==> src/rtl/pipe_stage_skid.sv <==
// Generic pipeline-stage register with a 2-entry skid buffer, synchronous flush
// and a saturating stall counter. in_ready is registered and never sees out_ready.
module pipe_stage_skid #(
  parameter int unsigned CTRL_W     = 14,
  parameter int unsigned DATA_W     = 175,
  parameter int unsigned CLEAR_DATA = 1,
  parameter int unsigned CNT_W      = 16
) (
  input  logic              clk,
  input  logic              rst_n,
  input  logic              in_valid,
  output logic              in_ready,
  input  logic [CTRL_W-1:0] in_ctrl,
  input  logic [DATA_W-1:0] in_data,
  output logic              out_valid,
  input  logic              out_ready,
  output logic [CTRL_W-1:0] out_ctrl,
  output logic [DATA_W-1:0] out_data,
  input  logic              flush,
  output logic [1:0]        occupancy,
  output logic [CNT_W-1:0]  stall_cnt
);

  // Encoding is {main_valid, skid_valid}; skid valid implies main valid.
  typedef enum logic [1:0] {
    EMPTY = 2'b00,
    FULL1 = 2'b10,
    FULL2 = 2'b11
  } state_e;

  state_e              state_q, state_d;
  logic [CTRL_W-1:0]   main_ctrl_q, main_ctrl_d;
  logic [DATA_W-1:0]   main_data_q, main_data_d;
  logic [CTRL_W-1:0]   skid_ctrl_q, skid_ctrl_d;
  logic [DATA_W-1:0]   skid_data_q, skid_data_d;
  logic [CNT_W-1:0]    stall_q, stall_d;

  logic main_valid;
  logic skid_valid;
  logic accept;
  logic consume;

  assign main_valid = (state_q != EMPTY);
  assign skid_valid = (state_q == FULL2);
  assign accept     = in_valid & ~skid_valid;
  assign consume    = main_valid & out_ready;

  assign in_ready  = ~skid_valid;
  assign out_valid = main_valid;
  assign out_ctrl  = main_valid ? main_ctrl_q : '0;
  assign out_data  = main_data_q;
  assign occupancy = {1'b0, main_valid} + {1'b0, skid_valid};
  assign stall_cnt = stall_q;

  always_comb begin
    state_d     = state_q;
    main_ctrl_d = main_ctrl_q;
    main_data_d = main_data_q;
    skid_ctrl_d = skid_ctrl_q;
    skid_data_d = skid_data_q;

    if (flush) begin
      // Any concurrent accept is dropped; a concurrent consume needs no action here.
      state_d     = EMPTY;
      main_ctrl_d = '0;
      skid_ctrl_d = '0;
      if (CLEAR_DATA != 0) begin
        main_data_d = '0;
        skid_data_d = '0;
      end
    end else begin
      unique case (state_q)
        EMPTY: begin
          if (accept) begin
            main_ctrl_d = in_ctrl;
            main_data_d = in_data;
            state_d     = FULL1;
          end
        end
        FULL1: begin
          if (consume && accept) begin
            main_ctrl_d = in_ctrl;
            main_data_d = in_data;
          end else if (consume) begin
            state_d = EMPTY;
          end else if (accept) begin
            skid_ctrl_d = in_ctrl;
            skid_data_d = in_data;
            state_d     = FULL2;
          end
        end
        FULL2: begin
          if (consume) begin
            main_ctrl_d = skid_ctrl_q;
            main_data_d = skid_data_q;
            state_d     = FULL1;
          end
        end
        default: state_d = EMPTY;
      endcase
    end
  end

  always_comb begin
    stall_d = stall_q;
    if (main_valid && !out_ready && (stall_q != '1)) begin
      stall_d = stall_q + CNT_W'(1);
    end
  end

  always_ff @(posedge clk or negedge rst_n) begin
    if (!rst_n) begin
      state_q     <= EMPTY;
      main_ctrl_q <= '0;
      main_data_q <= '0;
      skid_ctrl_q <= '0;
      skid_data_q <= '0;
      stall_q     <= '0;
    end else begin
      state_q     <= state_d;
      main_ctrl_q <= main_ctrl_d;
      main_data_q <= main_data_d;
      skid_ctrl_q <= skid_ctrl_d;
      skid_data_q <= skid_data_d;
      stall_q     <= stall_d;
    end
  end

endmodule

==> config.mk <==
export PLATFORM = sky130hd
export DESIGN_NAME = pipe_stage_skid
export DESIGN_NICKNAME = d
export VERILOG_FILES = /design/src/rtl/pipe_stage_skid.sv
export SDC_FILE = /design/constraint.sdc
export NUM_CORES = 1
export LEC_CHECK = 0
export BUFFER_PORTS_ARGS = -buffer_cell sky130_fd_sc_hd__buf_2
export CAP_MARGIN = 10
export CORE_ASPECT_RATIO = 1.5
export CORE_MARGIN = 2
export CORE_UTILIZATION = 50
export CTS_CLUSTER_DIAMETER = 60
export DETAILED_ROUTE_END_ITERATION = 12
export PLACE_DENSITY = 0.8
export SYNTH_ARGS = -nofsm -noshare
export SYNTH_HDL_FRONTEND = slang
export SYNTH_SLANG_ARGS = --single-unit
==> constraint.sdc <==
create_clock -name clk -period 2.8 [get_ports clk]
set_clock_uncertainty 0.05 [all_clocks]
set_input_delay 0.56 -clock clk [delete_from_list [all_inputs] [get_ports clk]]
set_output_delay 0.56 -clock clk [all_outputs]
set_load 0.01 [all_outputs]
* After elaboration in Yosys (flattened, before gate mapping) *
Index checks and enable logic that the tools add are counted.

word-level totals
  register bits = 396
  bits of input ports = 194
  output and inout bits = 209

operators by class
  add/subtract/negate cells = 2
  equal/unequal tests = 10
  mux-type cells = 26
  bitwise logic cells = 3
  reductions and logical operators = 12

operators with widths
  kind                                            number
  two-way mux 175 bit                             8
  case mux 175 bit (3 select lines)               1
  two-way mux 14 bit                              9
  case mux 14 bit (3 select lines)                1
  adder 16 x 1 -> 16 bit (second input constant)  1
  != test 16 bit (second input constant)          1
  two-way mux 2 bit                               6
  AND reduction 4 bit                             3
  != test 3 bit (second input constant)           3
  case mux 2 bit (3 select lines)                 1
  nonzero test 2 bit                              3
  equality test 2 bit (second input constant)     2
  != test 2 bit (second input constant)           2
  != test 4 bit (second input constant)           1
  nonzero test 4 bit                              1
  logical AND 1 bit                               3
  != test 3 x 2 -> 1 bit (second input constant)  1
  adder 1 x 1 -> 2 bit                            1
  bitwise AND 1 bit                               2
  zero test 2 bit                                 1
  zero test 1 bit                                 1
  NOT 1 bit                                       1

* Logic depth before layout (Yosys ltp) *
Gate-level depths: netlist of the first run.

  depth in word-level cells = 8
  gate-level depth with buffers = 10

* Worst setup path before layout of the first run *
No wires, ideal clock.

  path kind = reg2reg
  start point = register state_q[0]
  end point = register main_data_q[108] (netlist: out_data[108])
  arrival = 2.040 ns
  slack = 0.572 ns
  stages on the path, launching flop included = 9
  path buffers = 3
  period minus slack after synthesis = 2.228 ns
  cells stage by stage = dfrtp_1 > ha_1 > nand3b_1 > a211oi_2 > or2_1 > buf_2 > buf_2 > buf_2 > a211oi_1

on the way
  longest elaborated chain between the ends = 6

ends and longest elaborated chain
  item                                  line    RTL
  from (decl)                           31      state_e state_q, state_d;
  from (signal assigned)                120     state_q <= state_d;
  equality test 2 bit                   44, 72
  NOT 1 bit                             45      assign accept = in_valid & ~skid_valid;
  bitwise AND 1 bit                     45
  logical AND 1 bit                     81      if (consume && accept) begin
  != test 3 bit (no source line)        n/a
  AND reduction 4 bit (no source line)  n/a
  to (signal assigned)                  122     main_data_q <= main_data_d;
  to (decl)                             33      logic [DATA_W-1:0] main_data_q, main_data_d;

Parallel ways exist; a longest one is shown, timed or not.
A chain may end at the register's enable or synchronous reset.

* Worst setup path after layout of the first run *
  start point = register state_q[0]
  end point = output out_ctrl[6]

on the way
  longest elaborated chain between the ends = 2

ends and longest elaborated chain
  item                line  RTL
  nonzero test 2 bit  43    assign main_valid = (state_q != EMPTY);
  two-way mux 14 bit  50    assign out_ctrl = main_valid ? main_ctrl_q : '0;
  to (decl)           17    output logic [CTRL_W-1:0] out_ctrl,

No other way between the ends.

==> results of run 1 <==
critical path: stages (launching register included):
cell	delay (ns)
dfrtp_1	0.45
inv_1	0.12
ha_1	0.27
buf_4	0.22
nor2b_1	0.25
buf_2	0.18
power by group:
part           switching [mW]  total (mW)  leakage [nW]  internal [mW]
Sequential              0.833        7.94          5.35           7.11
Combinational            4.26        7.05          3.60           2.79
Clock                    2.26        5.49         0.659           3.23
metrics by stage:
step | total power, mW | area (um2) | worst slack (ns) | instances | hold WS, ns
5_1_grt | 21.6 | 21900 | 0.0538 | 2646 | 0.196
6_report | 20.5 | 21900 | 0.144 | 2646 | 0.207
2_1_floorplan | 12.2 | 18000 | 0.572 | 1806 | 0.214
3_3_place_gp | 14.8 | 20500 | 0.468 | 2559 | 0.453
4_1_cts | 20.6 | 21900 | 0.0968 | 2630 | 0.186
3_5_place_dp | 15.1 | 20500 | 0.348 | 2559 | 0.465
state kept, by name, indices dropped and copies added (netlist names):
signal / count
main_ctrl_q: 14
out_data: 175
state_q: 2
skid_ctrl_q: 14
skid_data_q: 175
stall_cnt: 16
kinds of logic (layout without fill, tap and decap cells):
kind of cell,Yosys count,count (layout)
compound gates,387,387
xor+xnor,10,10
fa+ha+maj,6,6
buf+inv,175,521
flops,396,396
mux,197,197
other cells,0,16
simple gates,635,635
layer usage:
metal  vias to the layer above  part of all wire  track usage
li1                       7013                 -            -
met1                      7461              0.38        0.330
met2                       606              0.50        0.424
met3                       151             0.072       0.0617
met4                        14             0.048        0.140
met5                         -            0.0020            0
worst min path at each step:
stage,to,cells after the start
2_1_floorplan,main_ctrl_q[0],0
3_3_place_gp,stall_cnt[15],1
3_5_place_dp,skid_ctrl_q[2],2
4_1_cts,skid_data_q[2],3
5_1_grt,skid_data_q[43],3
6_report,skid_data_q[66],3
final cells by class:
type	instances	area, um2
inverter	6	22.5
clock buffer	52	1090
multi-input combinational	1235	7360
antenna	16	40.0
sequential	396	9910
fill	2896	13700
tap	478	598
clock inverter	18	236
timing repair buffer	445	2650
synth_stat cells:
library cell	count	area share
a21oi_1	190	0.053
a221oi_1	1	0.00049
xnor2_1	4	0.0020
nand3b_1	2	0.00084
buf_4	1	0.00042
nand4_1	9	0.0031
mux2_2	5	0.0031
buf_1	2	0.00042
or3_1	1	0.00035
mux2i_1	192	0.11
a211oi_2	1	0.00070
or2_2	2	0.00070
clkbuf_1	107	0.022
xor2_1	6	0.0029
nand2b_1	5	0.0017
inv_1	6	0.0013
nor4_1	3	0.0010
nand3_1	5	0.0014
or2_1	1	0.00035
nor2_1	9	0.0019
nand2_1	384	0.080
nor3_1	196	0.055
nor2b_1	15	0.0052
o21ai_0	4	0.0011
ha_1	6	0.0042
buf_2	59	0.016
nand4bb_1	1	0.00063
a21oi_2	1	0.00049
a211o_1	1	0.00049
a211oi_1	189	0.079
dfrtp_1	396	0.55
and3_1	2	0.00070
what timing repair did:
action / CTS / global route
setup endpoints to repair: 0 / 0
hold endpoints to repair: 54 / 0
hold buffers: 1 / 0
==> flow_summary.toml, run 1 <==
[status]
status = "complete, no violations"

[die]
io_pins = 403
start_util = 0.504
num_rows = 85
die_w_um = 159
core_area_um2 = 35600
dieArea_um2 = 37500
die_y_um = 236

[layout]
syn_to_final_growth_pct = 22.0
layout-drive-gt1-share = 0.242
finalNetCount = 2323
fin_util = 0.615
final_cell_mix = "buf_2 (400), dfrtp_1 (396), nand2_1 (384), nor3_1 (196), mux2i_1 (192)"
mostFrequentLayoutCell = "buf_2"

[yosys]
ys_warn_count = 0
synth_area_um2 = 18000
synth-compound-area-share = 0.135
syn_inst = 1806
ys_ff_latch = 396
synth_fa_ha_area_frac = 0.00418
synthSimpleGateAreaFrac = 0.153
synthXorXnorAreaFrac = 0.00488
synth.area.mux_share = 0.110
syn_avg_cell_area_um2 = 9.94
synth_top_family_by_area = "simple AND/OR/NAND/NOR gates"
syn_nets = 2006
synth_cell_type_count = 32
yosysSeqAreaShare = 0.552

[global_routing]
grt_pass1_vias = 14930
grt_pass1_wl_um = 80000
grtUsageTotal = 0.263
grt_overflow_total = 0
grt_start_max_net_pins = 101
antenna_found_initial = 23

[cts]
numCtsBuffers = 39
clkTransAtPathRegs_ns = 0.06
cts-root-buf = "clkbuf_16"
cts_tree = "built"
cts_resized = 0
cts.sinks = 396
cts_setup_buffers = 0
clockBufferDepth = 3
cts_max_level = 2
clock_latency_ns = 0.53

[sta]
maxSlewViolCount = 0
rsz0062_at_grt = "no"
fmax_mhz = 377
worst_pin_slew_ns = 0.651
tns_ns = 0
hold_viol = 0
fin_crit_sh = 0.948
max_slew_margin = 0.566
min_period_ns = 2.66
setup_viol = 0

[setup_path]
critPathMaxFanout = 18
worst_setup_path_end_kind = "output pin"
crit_type = "flop to output pin"
endpoint = "out_ctrl[6]"
rr_endpoint = "out_data[89]"
rrSetupSlack_ns = 0.28
required_ns = 2.19
critPathLaunchType = "flop"
r2r_start = "state_q[0]"
critPathArrivalTime_ns = 2.05
crit_start = "state_q[0]"
r2r_cells = 6

[hold_path]
hp-class = "input port to flop"
min-delay-start = "in_data[66]"

[routing]
vias = 15245
drc = 0
first_pass_iters = 6
avgRoutedWirePerCell_um = 19.2
drt_first_iter_violations = 1213
drtAntennaViolNets = 0
viasPerCell = 5.76
wirelength_um = 50700

[pwr]
power_density_nw_per_um2 = 935
peakVddDrop_v = 0.000958
p_leak_nw = 9.61

[place]
gp_congestion = 0.846
port_buffers = 402
place_hpwl_um = 32200

[flow_run]
drv_cap = 0
(Power assumes the default switching activity.)
==> run 2, diff against run 1 <==
Settings changed: CORE_ASPECT_RATIO 1.5 to 0.8, SKIP_CTS_REPAIR_TIMING from default to 1.
==> flow_summary.toml, run 2 (synthesized netlist as in run 1, its figures left out) <==
[setup_path]
crit_chain = "ha_4 > buf_12 > inv_1 > buf_2"
crit_type = "flop to output pin"
cp_slowest_cell = "dfrtp_1"
critPathMaxStageDelay_ns = 0.45
critPathMaxFanout = 86
critPathArrivalTime_ns = 2.07
critPathLaunchType = "flop"
required_ns = 2.19
worst_setup_path_end_kind = "output pin"

[cts]
cts-root-buf = "clkbuf_16"
numCtsBuffers = 43
cts_tree = "built"
clkTransAtPathRegs_ns = 0.06
clockBufferDepth = 3
clock_latency_ns = 0.55
cts.sinks = 396
cts_max_level = 2

[global_routing]
grtUsageMet1 = 0.365
grt_pass1_wl_um = 82100
grt_start_max_net_pins = 103
grt_pass1_vias = 15022
antenna_found_initial = 29
met3_usage = 0.0779
grt_overflow_total = 0
use_met2 = 0.415
grtUsageTotal = 0.272
grt_busiest_layer = "met2"

[pwr]
power_density_nw_per_um2 = 938
power.total_mw = 20.7
peakVddDrop_v = 0.000547
p_leak_nw = 9.69

[sta]
min_period_ns = 2.68
maxSlewViolCount = 0
worst_hold_slack_ns = -0.00736
fmax_mhz = 374
setup_viol = 0
worst_pin_slew_ns = 0.739
hold_viol = 4
tns_ns = 0
max_slew_margin = 0.507
rsz0062_at_grt = "no"
fin_crit_sh = 0.956

[routing]
first_pass_iters = 5
avgRoutedWirePerCell_um = 19.4
drtAntennaViolNets = 0
vias = 15382
drt_first_iter_violations = 1859
wirelength_um = 51800
viasPerCell = 5.77
drc = 0

[die]
io_pins = 403
core_area_um2 = 35600
dieArea_um2 = 37500
start_util = 0.504
die_y_um = 174
die_w_um = 216
num_rows = 62

[status]
status = "complete, but fails checks"
violations = "hold timing"

[place]
place_hpwl_um = 33000
port_buffers = 402
dp.cells = 2568
postPlaceCellArea_um2 = 20700
gp_congestion = 0.828

[layout]
mostFrequentLayoutCell = "buf_2"
layout-drive-gt1-share = 0.244
final_area_um2 = 22100
syn_to_final_growth_pct = 23.2
finalNetCount = 2333
fin_cells = 2666
final_cell_mix = "buf_2 (400), dfrtp_1 (396), nand2_1 (384), nor3_1 (196), mux2i_1 (192)"

[flow_run]
drv_cap = 0

[hold_path]
hp-class = "input port to async pin"
-- run 2: cell count changes in the layout (fill, tap and decap cells not counted), sizes merged, moves of 2 or more --
cell    before  now
bufinv       5    2
inv         10   12
buf        444  451
diode       16   22
clkinv       8    1
clkbuf      52   67
-- run 2: metal layers --
layer	up-vias	wire length, um
met3	130	4550
met5	-	73
met4	12	1850
li1	7053	-
met1	7554	21200
met2	633	24100
-- run 2: final cells by class --
| cell class | count | area (um2) |
|---|---|---|
| fillers | 2839 | 13500 |
| clock buffers | 67 | 1280 |
| diodes | 22 | 55.1 |
| flip-flops and latches | 396 | 9910 |
| well taps | 480 | 601 |
| inverters | 6 | 22.5 |
| clock inverters | 9 | 118 |
| multi-input cells | 1235 | 7360 |
| repair buffers | 451 | 2780 |
-- run 2: worst max-delay path, delay by kind of cell (launching register included) --
family	cells	cell delay [ns]
buffers and inverters	3	0.68
DFF	1	0.45
adders and majority gates	1	0.24
-- run 2: worst paths after layout --
check	from	endpoint	slack, ns	depth (start not counted)
setup / recovery	state_q[0]	in_ready	0.12	4
hold / removal	rst_n	skid_data_q[113]	-0.007	1
setup reg to reg	state_q[0]	out_data[93]	0.25	7
hold reg to reg	skid_data_q[95]	skid_data_q[95]	0.47	2
max in group asynchronous	rst_n	main_ctrl_q[6]	1.92	2
min in group clk	in_data[134]	skid_data_q[134]	0.20	3
-- run 2: per-stage QoR --
stage	setup slack, ns	utilization
2_1_floorplan	0.572	-
3_3_place_gp	0.367	0.581
3_5_place_dp	0.320	0.581
4_1_cts	0.119	0.620
5_1_grt	0.0363	0.621
6_report	0.124	0.621
-- run 2: report_power, final --
group          internal (mW)  switching, mW  total [mW]
Sequential              7.11          0.875        7.99
Combinational           2.83           4.29        7.12
Clock                   3.33           2.31        5.64
